==> config.mk <==
export PLATFORM = sky130hd
export DESIGN_NAME = pbs_turn_ctrl
export DESIGN_NICKNAME = d
export VERILOG_FILES = /design/src/rtl/pbs_pkg.sv /design/src/rtl/pbs_lfsr4.sv /design/src/rtl/pbs_turn_ctrl.sv
export SDC_FILE = /design/constraint.sdc
export NUM_CORES = 1
export LEC_CHECK = 0
export ABC_AREA = 1
export CORE_MARGIN = 2
export CORE_UTILIZATION = 43
export CTS_CLUSTER_SIZE = 12
export DETAILED_ROUTE_END_ITERATION = 10
export PLACE_DENSITY = 0.8
export SKIP_LAST_GASP = 1
export SLEW_MARGIN = 20
export SYNTH_ARGS = -nofsm -noshare
export SYNTH_HDL_FRONTEND = slang
export SYNTH_SLANG_ARGS = --single-unit
==> constraint.sdc <==
create_clock -name clk -period 2 [get_ports clk]
set_input_delay 0.3 -clock clk [delete_from_list [all_inputs] [get_ports clk]]
set_output_delay 0.3 -clock clk [all_outputs]
set_load 0.02 [all_outputs]
==> src/rtl/pbs_pkg.sv <==
// Shared definitions for the turn-based battle controller: FSM state encoding,
// move table lookups and roll LFSR taps.
package pbs_pkg;

    typedef enum logic [3:0] {
        ST_IDLE     = 4'd0,
        ST_LOAD     = 4'd1,
        ST_P_WAIT   = 4'd2,
        ST_P_ROLL   = 4'd3,
        ST_P_APPLY  = 4'd4,
        ST_P_CHECK  = 4'd5,
        ST_AI_SEL   = 4'd6,
        ST_AI_ROLL  = 4'd7,
        ST_AI_APPLY = 4'd8,
        ST_AI_CHECK = 4'd9,
        ST_WIN      = 4'd10,
        ST_LOSE     = 4'd11
    } state_t;

    localparam logic [3:0] LFSR_DEFAULT_SEED = 4'b1011;
    localparam int         LFSR_TAP_HI       = 3;
    localparam int         LFSR_TAP_LO       = 2;

    function automatic logic [3:0] move_dmg_of(input logic [1:0] move);
        case (move)
            2'd0:    return 4'd2;
            2'd1:    return 4'd4;
            2'd2:    return 4'd6;
            default: return 4'd9;
        endcase
    endfunction

    // Move 0 carries accuracy 15, so every 4-bit roll hits with it.
    function automatic logic [3:0] move_accu_of(input logic [1:0] move);
        case (move)
            2'd0:    return 4'd15;
            2'd1:    return 4'd10;
            2'd2:    return 4'd6;
            default: return 4'd3;
        endcase
    endfunction

endpackage

==> src/rtl/pbs_lfsr4.sv <==
// 4-bit maximal-length Fibonacci LFSR used as the accuracy roll source;
// free-runs every cycle and cycles through all 15 nonzero values.
module pbs_lfsr4
    import pbs_pkg::*;
(
    input  logic       clk,
    input  logic       rst,
    input  logic [3:0] seed,
    output logic [3:0] value
);

    always_ff @(posedge clk) begin
        if (rst) begin
            value <= seed;
        end else begin
            value <= {value[2:0], value[LFSR_TAP_HI] ^ value[LFSR_TAP_LO]};
        end
    end

endmodule

==> src/rtl/pbs_turn_ctrl.sv <==
// Battle turn controller: sequences player and AI turns, rolls accuracy and
// issues single-cycle HP/damage commands to the datapath.
module pbs_turn_ctrl
    import pbs_pkg::*;
#(
    parameter logic [3:0] LFSR_SEED = LFSR_DEFAULT_SEED
) (
    input  logic       clk,
    input  logic       rst,
    input  logic       go,
    input  logic [1:0] p_move,
    input  logic       ai_dead,
    input  logic       p_dead,
    input  logic       dbg_roll_en,
    input  logic [3:0] dbg_roll,
    output logic       load_ai_hp,
    output logic       apply_ai_damage,
    output logic       apply_p_damage,
    output logic       target,
    output logic       active_trainer,
    output logic [3:0] move_dmg,
    output logic [3:0] move_accu,
    output logic       hit,
    output logic       victory,
    output logic       loss,
    output logic [3:0] state
);

    state_t     cur_state, state_nxt;
    logic       go_q;
    logic       go_edge;
    logic [1:0] cur_move, cur_move_nxt;
    logic       hit_nxt;
    logic [3:0] lfsr_val;
    logic [3:0] roll;
    logic       roll_hit;

    pbs_lfsr4 u_lfsr (
        .clk   (clk),
        .rst   (rst),
        .seed  (LFSR_SEED),
        .value (lfsr_val)
    );

    assign go_edge   = go & ~go_q;
    assign move_dmg  = move_dmg_of(cur_move);
    assign move_accu = move_accu_of(cur_move);
    assign roll      = dbg_roll_en ? dbg_roll : lfsr_val;
    assign roll_hit  = (roll <= move_accu);
    assign state     = cur_state;

    always_ff @(posedge clk) begin
        if (rst) begin
            cur_state <= ST_IDLE;
            go_q      <= 1'b0;
            cur_move  <= 2'd0;
            hit       <= 1'b0;
        end else begin
            cur_state <= state_nxt;
            go_q      <= go;
            cur_move  <= cur_move_nxt;
            hit       <= hit_nxt;
        end
    end

    // Go edges are only consumed in IDLE, P_WAIT, WIN and LOSE; elsewhere they fall through unused.
    always_comb begin
        state_nxt    = cur_state;
        cur_move_nxt = cur_move;
        hit_nxt      = hit;
        case (cur_state)
            ST_IDLE:     if (go_edge) state_nxt = ST_LOAD;
            ST_LOAD:     state_nxt = ST_P_WAIT;
            ST_P_WAIT: begin
                if (go_edge) begin
                    cur_move_nxt = p_move;
                    state_nxt    = ST_P_ROLL;
                end
            end
            ST_P_ROLL: begin
                hit_nxt   = roll_hit;
                state_nxt = roll_hit ? ST_P_APPLY : ST_AI_SEL;
            end
            ST_P_APPLY:  state_nxt = ST_P_CHECK;
            ST_P_CHECK:  state_nxt = ai_dead ? ST_WIN : ST_AI_SEL;
            ST_AI_SEL: begin
                cur_move_nxt = lfsr_val[1:0];
                state_nxt    = ST_AI_ROLL;
            end
            ST_AI_ROLL: begin
                hit_nxt   = roll_hit;
                state_nxt = roll_hit ? ST_AI_APPLY : ST_P_WAIT;
            end
            ST_AI_APPLY: state_nxt = ST_AI_CHECK;
            ST_AI_CHECK: state_nxt = p_dead ? ST_LOSE : ST_P_WAIT;
            ST_WIN,
            ST_LOSE:     if (go_edge) state_nxt = ST_IDLE;
            default:     state_nxt = ST_IDLE;
        endcase
    end

    always_comb begin
        load_ai_hp      = 1'b0;
        apply_ai_damage = 1'b0;
        apply_p_damage  = 1'b0;
        target          = 1'b0;
        active_trainer  = 1'b0;
        victory         = 1'b0;
        loss            = 1'b0;
        case (cur_state)
            ST_LOAD:     load_ai_hp = 1'b1;
            ST_P_APPLY: begin
                apply_ai_damage = 1'b1;
                target          = 1'b1;
            end
            ST_AI_SEL,
            ST_AI_ROLL,
            ST_AI_CHECK: active_trainer = 1'b1;
            ST_AI_APPLY: begin
                apply_p_damage = 1'b1;
                active_trainer = 1'b1;
            end
            ST_WIN:      victory = 1'b1;
            ST_LOSE:     loss    = 1'b1;
            default: ;
        endcase
    end

endmodule

-- Word-level counts from Yosys, hierarchy flattened
Cells that the tools add are included.
- add/sub/neg operators: 0
- $mul: 0
- div/mod/pow operators: 0
- order comparisons: 1
- equality and inequality tests: 16
- shift operators: 0
- multiplexer cells: 19
- bitwise gates (word level): 3
- reduce and logical (&&, ||, !) cells: 8
- operators by type and width (operator ; number):
    $pmux 4 s11 ; 1
    $mux 4 ; 7
    $pmux 4 s3 ; 2
    $eq 4x3->1 const B ; 4
    $eq 4x4->1 const B ; 4
    $eq 4x2->1 const B ; 2
    $mux 1 ; 6
    $ne 2x2->1 const B ; 3
    $eq 4x1->1 const B ; 1
    $le 4x4->1 ; 1
    $logic_not 4->1 ; 1
    $mux 2 ; 2
    $pmux 2 s2 ; 1
    $reduce_or 2->1 ; 2
    $reduce_or 4->1 ; 1
    $reduce_and 3->1 ; 1
    $eq 2x1->1 const B ; 1
    $eq 2x2->1 const B ; 1
    $logic_not 2->1 ; 1
    $reduce_and 2->1 ; 1
    $reduce_bool 2->1 ; 1
    $and 1x1->1 ; 1
    $not 1->1 ; 1
    $xor 1x1->1 ; 1
- register bits after elaboration: 12
- bits in latches: 0
- memory bits (writable): 0
- bits in read-only memories: 0
- input bits: 12
- output and inout bits: 20
- word-level logic and storage cells: 52
- memories: 0

-- Depth between registers and ports, before layout
Gate-level depths: netlist of the first run.
- depth after elaboration: 5
- gate-level depth with buffers: 15
- gate-level depth less buffers: 15

-- Modules after synthesis
A second synthesis of the first run with hierarchy kept.
- cells, all modules: 134
- area total of the unflattened synthesis: 855.8 um^2
- modules (own cells, without submodules) (module ; times used ; cells an instance ; area an instance (um^2) ; sequential area each (um^2)):
    pbs_turn_ctrl ; 1 ; 114 ; 708.2 ; 160.2
    pbs_lfsr4 ; 1 ; 20 ; 147.6 ; 80.1

-- Worst setup path after synthesis of the first run
No wires, ideal clock.
- path type: register to register
- from: register cur_move[0]
- to: register cur_state[3] (netlist: state[3])
- library setup time: 109 ps
- data arrival time: 1828 ps
- path slack: 63 ps
- cell stages (with the launch flop): 14
- buffers on the path: 0
- clock period less this slack: 1937 ps
- cells stage by stage: dfxtp_1 -> ha_1 -> nor2_1 -> inv_1 -> ha_1 -> nand2_1 -> nor2_1 -> nand2_1 -> nand2_1 -> nand2_1 -> nand2_1 -> nand4_1 -> nand2_1 -> inv_1
- word-level cells in the longest chain between the ends: 5
- ends and longest elaborated chain (item ; line ; source):
    start: declaration ; pbs_turn_ctrl.sv:32 ; logic [1:0] cur_move, cur_move_nxt;
    start signal: assignment ; pbs_turn_ctrl.sv:61 ; cur_move <= cur_move_nxt;
    $eq 2x2->1 (tied with other cells) ; pbs_pkg.sv:35 ; case (move)
    $pmux 4 s3 * ; pbs_pkg.sv:35 ;
    via move_accu[3] ; pbs_turn_ctrl.sv:22 ; output logic [3:0] move_accu,
    $le 4x4->1 * ; pbs_turn_ctrl.sv:49 ; assign roll_hit = (roll <= move_accu);
    $mux 4 * ; pbs_turn_ctrl.sv:92 ; state_nxt = roll_hit ? ST_AI_APPLY : ST_P_WAIT;
    $pmux 4 s11 * ; pbs_turn_ctrl.sv:71 ; case (cur_state)
    end signal: assignment ; pbs_turn_ctrl.sv:59 ; cur_state <= state_nxt;
    end: declaration ; pbs_turn_ctrl.sv:29 ; state_t cur_state, state_nxt;
Mark *: on every way through the listed nets, which the timed path passes. The rest lies on a longest branch.
A chain may end at the register's enable or synchronous reset.

-- Worst setup path after layout of the first run
- from: register cur_state[0] (netlist: state[0])
- to: output loss
- word-level cells in the longest chain between the ends: 2
- ends and longest elaborated chain (item ; line ; source):
    $eq 4x4->1 ; pbs_turn_ctrl.sv:110 ; case (cur_state)
    $mux 1 ; pbs_turn_ctrl.sv:110 ;
    end: declaration ; pbs_turn_ctrl.sv:25 ; output logic loss,
Every way passes these cells.

==> impl_results.md, run 1 <==
- Status: completed
- Met1 global-route usage: 24.0%
- Initial antenna violation count: 0
- Clock skew: 0.00667 ns
- Place WS: 0.0251 ns
- Cell Area, Placed: 1120 sq um
- Crit path max fanout: 9
- TritonCTS clock tree: built
- Final WS setup: 0.0920 ns
- Worst EP required: 1.70 ns
- Max Root-Sink Buffers: 2
- Clk root buf: clkbuf_4
- Clk pin slew, worst setup/hold paths: 0.07 ns
- Number of buffers created by CTS: 3
- I/O pins: 32
- Max Freq: 0.524 GHz
- Arrival @ worst endpoint: 1.61 ns
- Final Hold Viols: 0
- Power per cell area: 567 nW/um^2
- Ant diodes: 0
- First drt pass iteration count: 4
- Cells after Synth: 127
- Seq cells post-synth: 12
- RSZ-0062 raised after global routing: false
- Setup bufs post-CTS: 0
- Vias: 868
- Syn nets: 146
- Kind of critical path: reg2out
- Pleak: 0.625 nW
- Gr ovfl total: 0
- Worst VDD drop: 0.382 mV
- Post-synth cell types: 24
- DRC: 0
- Via density per instance: 4.82
- Row Count: 15
- Seq/Total Area, Yosys: 28.9%
- Core area: 1760 sq um
- Mapped cell area: 831 sq um
- Slew Viols, Final: 0
- Maxcap violations: 0
- Synth Warn #: 0
- Period utilisation layout: 95.4%
- I/O Buffers: 30
- Post-Route Setup TNS: 0 ns
- Vias in the first global route: 692
- Worst hold path class: reg2reg
- GRT met3 Usage: 6.04%
- Die Span Y: 48.0 um
- Total Die Area: 2300 sq um
- Grt met2 use: 28.0%
- Final instance area: 1160 sq um
- Layout area overhead: 39.3%
- First-pass GRT wire length: 2880 um
- Crit start category: flip-flop
- GRT Util Overall: 18.2%
- Initial Util: 47.1%
- Num Clock Sinks: 12
- Clk_lat worst skew: 0.27 ns
- Fin crit period: 1.91 ns
- Power Total: 0.000657 W
- Layout cells sized above 1: 8.39%
- H-tree levels: 1
- Final ANT Viol Nets: 0
- Die width: 48.0 um
- Largest net degree at the start of global routing: 10
- GR peak layer: met2
- Detail Placement HPWL: 1550 um
- Syn avg cell area: 6.54 sq um
- Starting DRT DRC Count: 26
- Setup-failing EPs final: 0
- Drt total wl: 1890 um
- Final Net Count: 176
- CP endpoint kind: primary output
- GPL Wtd Cong: 0.801
- Util after Layout: 65.6%
- Drt wl/cell: 10.5 um
[worst paths after layout]
kind                   startpoint               to  slack [ns]  cells after the start
setup reg to reg      cur_move[0]         state[1]        0.20                     14
hold reg to reg   u_lfsr.value[1]  u_lfsr.value[2]        0.47                      2
setup / recovery         state[0]             loss        0.09                      3
hold / removal    u_lfsr.value[1]  u_lfsr.value[2]        0.47                      2
[stage by stage]
stage	cells	hold WS, ns
2_1_floorplan	127	0.369
3_3_place_gp	177	0.447
3_5_place_dp	177	0.448
4_1_cts	180	0.463
5_1_grt	180	0.494
6_report	180	0.471
[cell usage after synthesis]
library cell  number  area [sq um]
nor2_1            19          71.3
buf_4              4          30.0
buf_6              1          11.3
buf_2              1          5.00
inv_2              2          7.51
o21ai_1            3          15.0
nor3_1             2          10.0
a211oi_1           1          7.51
dfxtp_1           12           240
inv_1             22          82.6
a21oi_1            5          25.0
ha_1               7          87.6
o211ai_1           1          7.51
nand3_1            3          15.0
nor2_4             1          11.3
nand2_1           27           101
o21ai_0            9          45.0
nand4_1            1          6.26
conb_1             1          3.75
nor3_4             1          16.3
a21oi_2            1          8.76
o31a_1             1          8.76
nor2_2             1          6.26
o21bai_1           1          7.51
[cell type report]
class	count	area, sq um
fillers	165	607
flip-flops and latches	12	244
repair buffers	31	315
inverters	24	90.1
multi-input cells	85	454
well taps	25	31.3
clock buffers	3	22.5
[worst max-delay path, stage by stage, from the launching register on]
cell	delay, ns
dfxtp_2	0.43
nand2_1	0.17
nor2_1	0.14
clkdlybuf4s50_1	0.61
[power by group]
part | leakage [nW] | internal [W] | switching (W)
Sequential | 0.0999 | 0.000259 | 0.0000242
Clock | 0.0138 | 0.0000696 | 0.0000739
Combinational | 0.511 | 0.0000988 | 0.000132
[per-layer routing]
metal,share of wire (%),vias up,routed length (um)
li1,-,448,-
met1,43,390,818
met2,51,28,966
met3,4.9,2,93
met4,0.63,0,12
met5,0,-,0
[cell families (layout without fill, tap and decap cells)]
logic type / Yosys count / after routing / synth area share (%)
buffers and inverters: 30 / 58 / 16.4
other: 1 / 1 / 0.451
AND/OR/NAND/NOR: 55 / 55 / 28.6
flip-flops: 12 / 12 / 28.9
adder cells (fa/ha/maj): 7 / 7 / 10.5
AO/OA/AOI/OAI: 22 / 22 / 15.1
[what timing repair did]
action,in CTS,in global routing
resized for setup,6,6
hold buffers,0,0
endpoints found under the setup margin,7,6
[state kept, by name, indices dropped and copies added, names as in the netlist]
register,flops
state,4
cur_move,2
go_q,1
hit,1
u_lfsr.value,4
[layout by cell type, fill, tap and decap left out, drive strengths merged, types with 3 or more instances in the layout]
cell,count
inv,24
nand2,27
ha,7
dlygate4sd2,4
nand3,3
clkdlybuf4s50,21
nor2,21
clkbuf,3
nor3,3
dlymetal6s2s,5
dfxtp,12
a21oi,6
o21ai,12
Note: power is estimated with default switching activity, not from simulation.
==> inputs of run 2 (changes only) <==
--- a/config.mk
+++ b/config.mk
@@ -6,11 +6,13 @@
 export NUM_CORES = 1
 export LEC_CHECK = 0
 export ABC_AREA = 1
+export CELL_PAD_IN_SITES_DETAIL_PLACEMENT = 0
+export CELL_PAD_IN_SITES_GLOBAL_PLACEMENT = 1
 export CORE_MARGIN = 2
-export CORE_UTILIZATION = 43
+export CORE_UTILIZATION = 29
 export CTS_CLUSTER_SIZE = 12
 export DETAILED_ROUTE_END_ITERATION = 10
-export PLACE_DENSITY = 0.8
+export PLACE_DENSITY_LB_ADDON = 0.12
 export SKIP_LAST_GASP = 1
 export SLEW_MARGIN = 20
 export SYNTH_ARGS = -nofsm -noshare
==> impl_results.md, run 2 (synthesized netlist as in run 1, its figures left out) <==
- Slowest stage delay, CP: 0.60 ns
- H-tree levels: 1
- Metal1 wirelength: 910 um
- Largest net degree at the start of global routing: 10
- I/O pins: 32
- Setup-failing EPs final: 0
- Critical-path cell list: inv_1, ha_2, clkdlybuf4s50_1
- Combinational power share: 33.5%
- Vias: 864
- Seq pwr share: 39.6%
- Worst hold path class: reg2reg
- Crit start category: flip-flop
- Maxcap violations: 0
- Layout cells sized above 1: 12.0%
- Crit path max fanout: 4
- Ant diodes: 0
- Clk pin slew, worst setup/hold paths: 0.08 ns
- Commonest non-fill, non-tap cells in the layout: nand2_1, clkdlybuf4s50_1, inv_1
- Power Total: 0.000716 W
- Die width: 57.5 um
- Vias in the first global route: 838
- Pleak: 0.568 nW
- Critical path endpoint: move_dmg[2]
- Worst Setup SP: cur_move[1]
- Die Span Y: 57.5 um
- Worst VDD drop: 0.285 mV
- First-pass GRT wire length: 3510 um
- Period utilisation layout: 95.6%
- Reg-to-reg startpoint: cur_move[0]
- Worst reg2reg endpoint: state[3]
- Drt total wl: 2020 um
- Final WS setup: 0.0889 ns
- Initial antenna violation count: 0
- Switching part of the total power: 33.5%
- Clk_lat worst skew: 0.27 ns
- Final Hold Viols: 0
- Reg2Reg Setup Slack: 0.20 ns
- Total Die Area: 3310 sq um
- Arrival @ worst endpoint: 1.61 ns
- Max Root-Sink Buffers: 2
- Power per cell area: 598 nW/um^2
- Met2 WL: 980 um
- GPL Wtd Cong: 0.768
- Final Net Count: 178
- CP max-delay cell: clkdlybuf4s50_1
- Detail Placement HPWL: 1590 um
- Cell Int Power: 0.000476 W
- Gr ovfl total: 0
- Post-Route Setup TNS: 0 ns
- CP endpoint kind: primary output
- Clk root buf: clkbuf_4
- Clock skew: 0.00339 ns
- Status: completed
- Number of buffers created by CTS: 3
- Met3 wire length: 115 um
- I/O Buffers: 30
- Hold_ws: 0.461 ns
- Num Clock Sinks: 12
- Hold buffers post-CTS: 0
- Layout area overhead: 44.1%
- Switching pwr: 0.000240 W
- Top sig layer: met4
- Fin crit period: 1.91 ns
- Util after Layout: 43.8%
- Via density per instance: 4.57
- TritonCTS clock tree: built
- Commonest non-fill, non-tap cell in the layout: nand2_1
- Place WS: 0.0301 ns
- DRC: 0
- Worst EP required: 1.70 ns
- Slew Viols, Final: 0
- Clk pwr share: 27.0%
- Max Freq: 0.523 GHz
- FF-to-FF path depth: 15
- Kind of critical path: reg2out
- Starting DRT DRC Count: 22
- Final ANT Viol Nets: 0
- GRT Util Overall: 13.6%
- Initial Util: 30.4%
- First drt pass iteration count: 4
- Core area: 2730 sq um
- Row Count: 19
- Drt wl/cell: 10.7 um
[run 2: timing repair]
action,in CTS,in global routing
gates resized for setup,8,5
endpoints found under the setup margin,8,4
buffers inserted,0,1
endpoints found under the hold margin,0,0
pin swaps,0,1
[run 2: worst min path at each step]
stage          slack (ns)       startpoint              end  depth (start not counted)
2_1_floorplan        0.37              rst         state[0]                          1
3_3_place_gp         0.45  u_lfsr.value[2]  u_lfsr.value[0]                          1
3_5_place_dp         0.45  u_lfsr.value[2]  u_lfsr.value[0]                          1
4_1_cts              0.47  u_lfsr.value[2]  u_lfsr.value[0]                          1
5_1_grt              0.48  u_lfsr.value[1]  u_lfsr.value[2]                          2
6_report             0.46  u_lfsr.value[1]  u_lfsr.value[2]                          2
[run 2: metal layers]
layer	GRT usage [%]	vias to the layer above
li1	-	455
met1	16.8	375
met2	22.7	32
met3	2.04	2
met4	6.98	0
met5	0	-
[run 2: final cells by class]
cell class	instances	area [sq um]
Fill cell	291	1540
Multi-Input combinational cell	85	469
Timing Repair Buffer	33	318
Sequential cell	12	245
Inverter	24	90.1
Tap cell	31	38.8
Clock buffer	4	36.3
[run 2: worst max-delay path, delay by kind of cell, from the launching register on]
family / cells / cell delay (ns)
adder cells (fa/ha/maj): 1 / 0.32
flip-flops: 1 / 0.36
buffers and inverters: 2 / 0.66
[run 2: power by group through the flow]
| stage | clock [W] | sequential [W] | combinational [W] |
|---|---|---|---|
| floorplan | 0 | 0.000286 | 0.000146 |
| global placement | 0 | 0.000288 | 0.000239 |
| detailed placement | 0 | 0.000287 | 0.000239 |
| CTS | 0.000200 | 0.000283 | 0.000235 |
| global route | 0.000215 | 0.000287 | 0.000270 |
| finish | 0.000193 | 0.000283 | 0.000240 |
[run 2: stage by stage]
step / area, sq um / std cells
6_report: 1200 / 189
2_1_floorplan: 831 / 127
3_3_place_gp: 1140 / 184
4_1_cts: 1170 / 188
3_5_place_dp: 1140 / 184
5_1_grt: 1200 / 189
